<file path="src/rtl/seg_scan_driver_if.sv">
// Write port of the digit register file: strobe, hex value and digit index.
// The writer uses the master modport and the scan driver uses the slave modport.
interface seg_scan_driver_if #(
    parameter int AW = 2
) ();
    logic          Load;
    logic [3:0]    Din;
    logic [AW-1:0] Addr;

    modport master (output Load, Din, Addr);
    modport slave  (input  Load, Din, Addr);
endinterface

</file>
<file path="src/rtl/seg_scan_driver.sv">
// Multiplexed seven-segment scanner: N hex digit registers shown one slot at a time
// on an active-low segment bus, with a dark gap at the start of every slot.
module seg_scan_driver #(
    parameter int N_DIGITS     = 4,
    parameter int AW           = 2,
    parameter int REFRESH_DIV  = 1000,
    parameter int BLANK_CYCLES = 2
) (
    input  logic                clk,
    input  logic                reset,
    seg_scan_driver_if.slave    wr,
    output logic [6:0]          Seg,
    output logic [N_DIGITS-1:0] An,
    output logic                Frame_done
);

    localparam int CW = $clog2(REFRESH_DIV);
    localparam int SW = $clog2(N_DIGITS);

    typedef enum logic {BLANK, DRIVE} state_t;

    state_t              state, state_n;
    logic [CW-1:0]       cnt, cnt_n;
    logic [SW-1:0]       slot, slot_n;
    logic [6:0]          seg_n;
    logic [N_DIGITS-1:0] an_n;
    logic                frame_n;
    logic [3:0]          digits [N_DIGITS];

    function automatic logic [6:0] decode(input logic [3:0] v);
        case (v)
            4'h0: decode = 7'h40;
            4'h1: decode = 7'h79;
            4'h2: decode = 7'h24;
            4'h3: decode = 7'h30;
            4'h4: decode = 7'h19;
            4'h5: decode = 7'h12;
            4'h6: decode = 7'h02;
            4'h7: decode = 7'h78;
            4'h8: decode = 7'h00;
            4'h9: decode = 7'h10;
            4'hA: decode = 7'h08;
            4'hB: decode = 7'h03;
            4'hC: decode = 7'h46;
            4'hD: decode = 7'h21;
            4'hE: decode = 7'h06;
            default: decode = 7'h0E;
        endcase
    endfunction

    // Out-of-range addresses match no register and are silently dropped
    always_ff @(posedge clk) begin
        if (!reset) begin
            for (int i = 0; i < N_DIGITS; i++) digits[i] <= 4'h0;
        end else if (wr.Load) begin
            for (int i = 0; i < N_DIGITS; i++)
                if (wr.Addr == AW'(i)) digits[i] <= wr.Din;
        end
    end

    // The digit is sampled only on entry to DRIVE, so later writes cannot tear the display
    always_comb begin
        state_n = state;
        cnt_n   = cnt + 1'b1;
        slot_n  = slot;
        seg_n   = Seg;
        an_n    = An;
        frame_n = 1'b0;
        case (state)
            BLANK: begin
                seg_n = 7'h7F;
                an_n  = '1;
                if (cnt == CW'(BLANK_CYCLES - 1)) begin
                    state_n = DRIVE;
                    seg_n   = decode(digits[slot]);
                    an_n    = ~(N_DIGITS'(1) << slot);
                end
            end
            DRIVE: begin
                if (cnt == CW'(REFRESH_DIV - 1)) begin
                    state_n = BLANK;
                    cnt_n   = '0;
                    slot_n  = (slot == SW'(N_DIGITS - 1)) ? '0 : slot + 1'b1;
                    seg_n   = 7'h7F;
                    an_n    = '1;
                    frame_n = (slot == SW'(N_DIGITS - 1));
                end
            end
        endcase
    end

    always_ff @(posedge clk) begin
        if (!reset) begin
            state      <= BLANK;
            cnt        <= '0;
            slot       <= '0;
            Seg        <= 7'h7F;
            An         <= '1;
            Frame_done <= 1'b0;
        end else begin
            state      <= state_n;
            cnt        <= cnt_n;
            slot       <= slot_n;
            Seg        <= seg_n;
            An         <= an_n;
            Frame_done <= frame_n;
        end
    end

endmodule

</file>
<file path="src/flat_wrapper.sv">
// flat-port wrapper written by rule: the top's interface ports become plain ports
module seg_scan_driver_flat 
#(
    parameter int N_DIGITS     = 4,
    parameter int AW           = 2,
    parameter int REFRESH_DIV  = 1000,
    parameter int BLANK_CYCLES = 2
)
  (clk, reset, Seg, An, Frame_done, wr_Load, wr_Din, wr_Addr);
  seg_scan_driver_if #(.AW(AW)) wr_i ();
  input  logic clk;
  input  logic reset;
  output logic [6:0] Seg;
  output logic [N_DIGITS-1:0] An;
  output logic Frame_done;
  input wire logic [$bits(wr_i.Load)-1:0] wr_Load;
  input wire logic [$bits(wr_i.Din)-1:0] wr_Din;
  input wire logic [$bits(wr_i.Addr)-1:0] wr_Addr;
  assign wr_i.Load = wr_Load;
  assign wr_i.Din = wr_Din;
  assign wr_i.Addr = wr_Addr;
  seg_scan_driver #(.N_DIGITS(N_DIGITS), .AW(AW), .REFRESH_DIV(REFRESH_DIV), .BLANK_CYCLES(BLANK_CYCLES)) u_core (.clk(clk), .reset(reset), .wr(wr_i), .Seg(Seg), .An(An), .Frame_done(Frame_done));
endmodule
</file>
<file path="config.mk">
export PLATFORM = sky130hd
export DESIGN_NAME = seg_scan_driver_flat
export DESIGN_NICKNAME = d
export VERILOG_FILES = /design/src/rtl/seg_scan_driver_if.sv /design/src/rtl/seg_scan_driver.sv /design/src/flat_wrapper.sv
export SDC_FILE = /design/constraint.sdc
export NUM_CORES = 1
export LEC_CHECK = 0
export CAP_MARGIN = 20
export CELL_PAD_IN_SITES_DETAIL_PLACEMENT = 0
export CELL_PAD_IN_SITES_GLOBAL_PLACEMENT = 1
export CORE_MARGIN = 2
export CORE_UTILIZATION = 53
export DETAILED_ROUTE_END_ITERATION = 12
export DONT_BUFFER_PORTS = 1
export PLACE_DENSITY_LB_ADDON = 0.05
export SYNTH_ARGS = -nofsm -noshare
export SYNTH_HDL_FRONTEND = slang
export SYNTH_SLANG_ARGS = --single-unit
</file>
<file path="constraint.sdc">
create_clock -name clk -period 5.7 [get_ports clk]
set_input_delay 1.14 -clock clk [delete_from_list [all_inputs] [get_ports clk]]
set_output_delay 1.14 -clock clk [all_outputs]
set_load 0.005 [all_outputs]
</file>
==> reports/metrics.cfg <==
[timing]
holdWs_ns=0.495
drv_slew=0
finalWorstSetupSlack_ns=3.54
rsz0062_at_grt=no
finClkSkew_ns=0.00857
hold_viol=0
max_clock_freq_mhz=463
finalSetupTns_ns=0
setup_violations=0
worst_pin_slew_ns=0.606
fin_crit_ns=2.16
period_share_pct=37.9
relSlewSlack_pct=59.2

[power_and_ir_drop]
ir_worst_vdd_uv=143
comb_power_share_pct=8.9
powerDensity_nw_per_um2=262
clkPwrFrac_pct=32.8
netSwitchingFraction_pct=24.9
p_int_w=0.000444
switching_power_w=0.000147
pwr-share-seq_pct=58.3
p_leak_nw=0.826

[finish]
drive_gt1_share_pct=6.80
mostFrequentLayoutCells=dfxtp_1 (27), nor2_1 (19), nand2_1 (16), and2_1 (16), edfxtp_1 (16)
antenna_cells=0
final_common_cell=dfxtp_1
area_growth_pct=4.82
finalNetCount=226

[critical_path]
worst-r2r-setup-slack_ns=3.54
r2r-end=u_core.Seg[3]
start_kind=flip-flop
critPathKind=reg2reg
worstSetupEndpointType=flip-flop
reg2reg_depth=6
arrival_ns=2.38
cp-endpoint=u_core.Seg[3]
required_ns=5.92
cp_max_fo=8

[die]
coreArea_um2=3940
floorplan.rows=23
dieHeight_um=67.8
die_x_um=67.8
dieArea_um2=4590
io_pins=21
start_util_pct=54.6

[drt]
drc=0
viasPerCell=5.74
route.vias.total=1470
post_drt_wl_per_cell_um=15.5
routed_wl_um=3980
postRouteAntennaNets=0
drtIter0Drc=62
dr.pass1.iters=4

[place]
portBuffers=0
preCtsSetupSlack_ns=3.54
dpl.hpwl_um=3060
gp_congestion=0.786

[yosys]
syn_area_um2=2150
syn-num-nets=227
ys_types=44
synth_area_leaders=dfxtp_1 (25%), edfxtp_1 (22%), ha_1 (7.0%)
syn_area_per_cell_um2=10.5
synth-edff-count=16
synth_top_cell_by_area=dfxtp_1
ys_seq_area_share_pct=47.4
synthArstFlopShare_pct=0
ys_ff_latch=43
synthFlopType=dfxtp_1
yosysWarnings=0
netlist_instances=206
synth_top_area_share_pct=25.1

[clocking]
insertion_delay_ns=0.30
cts_htree_levels=2
clock-sinks=43
cts_buffer_depth=2
cts_root_buf=clkbuf_8
clkTransAtPathRegs_ns=0.09
cts_setup_buffers=0
cts_made_buffers=5
hold_buffers=0
cts_tree=done
post_cts_resize_count=0

[grt]
antenna_found_initial=0
grt_usage_pct=19.1
grt_max_degree=21
first_global_vias=1383
grt_overflow=0
grt_pass1_wl_um=6310

[job]
drv_cap=0

[min_path]
hold_path_class=reg2reg

[outcome]
status=complete, no violations

[metrics by stage]
step	std cells	total power (W)	util [%]	area (um^2)
final	256	0.000591	57.3	2260
after global routing	256	0.000617	57.3	2260
after CTS	256	0.000594	57.3	2260
after detailed placement	248	0.000405	55.1	2170
after global placement	248	0.000402	55.1	2170
after floorplan	206	0.000393	-	2150
[sequential cells by signal (all words and copies together) (netlist names), named ones only]
signal	flops
u_core.An	4
u_core.cnt	10
u_core.Seg	7
u_core.slot	2
u_core.state	1
u_core.Frame_done	1
u_core.digits	16
[worst max-delay path, cell delays in order (launching register included)]
cell and delay, ns:
dfxtp_1 0.51, mux4_1 0.72, inv_1 0.16, ha_1 0.27, mux2i_1 0.14, nor3_1 0.06
o31ai_1 0.22
[cells by family after synthesis]
group / Yosys count / share of synthesized area [%]
simple gates: 88 / 21.9
flops: 43 / 47.4
compound gates: 28 / 9.76
buf+inv: 19 / 4.12
fa+ha+maj: 12 / 6.97
xor+xnor: 8 / 3.25
mux: 8 / 6.62
[area by class of cell]
class / count / area, um^2
multi-input combinational: 144 / 1040
fill: 342 / 1680
clock inverter: 2 / 11.3
inverter: 10 / 37.5
timing repair buffer: 1 / 7.51
sequential: 43 / 1020
clock buffer: 6 / 73.8
tap: 50 / 62.6
[Yosys cell counts (3+ instances only)]
cell type  number
ha_1           12
a21oi_1         4
and3_1          4
nand2_1        16
xor2_1          3
inv_1          10
mux4_1          3
nand3_1         7
nor2_1         19
and2_1         16
o2bb2ai_1       4
nand2b_1        5
clkbuf_1        5
nor3_1          4
mux2i_1         3
o21ai_0         6
edfxtp_1       16
xnor2_1         5
o32a_1          3
and4_1          4
nand4_1         3
dfxtp_1        27
[power groups by stage]
stage,registers (W),clock network [W],logic (W)
after floorplan,0.000347,0,0.0000462
after global placement,0.000352,0,0.0000508
after detailed placement,0.000352,0,0.0000528
after CTS,0.000345,0.000196,0.0000531
after global routing,0.000347,0.000210,0.0000591
final,0.000345,0.000194,0.0000525
[layer usage]
layer	vias up	GRT usage [%]	wire length [um]	part of all wire, %
met3	6	6.00	166	4.2
li1	733	-	-	-
met2	25	33.9	2020	51
met5	-	0	0	0
met1	706	21.0	1750	44
met4	0	7.65	45	1.1
[worst min-delay path by stage]
| stage | to | from | cells after the start |
|---|---|---|---|
| floorplan | u_core.cnt[0] | u_core.cnt[0] | 1 |
| global placement | u_core.cnt[0] | u_core.cnt[0] | 1 |
| detailed placement | u_core.cnt[0] | u_core.cnt[0] | 1 |
| CTS | u_core.cnt[0] | u_core.cnt[0] | 1 |
| global route | u_core.An[3] | u_core.An[3] | 2 |
| finish | u_core.An[0] | u_core.An[0] | 2 |
Note: power is estimated with default switching activity, not from simulation.
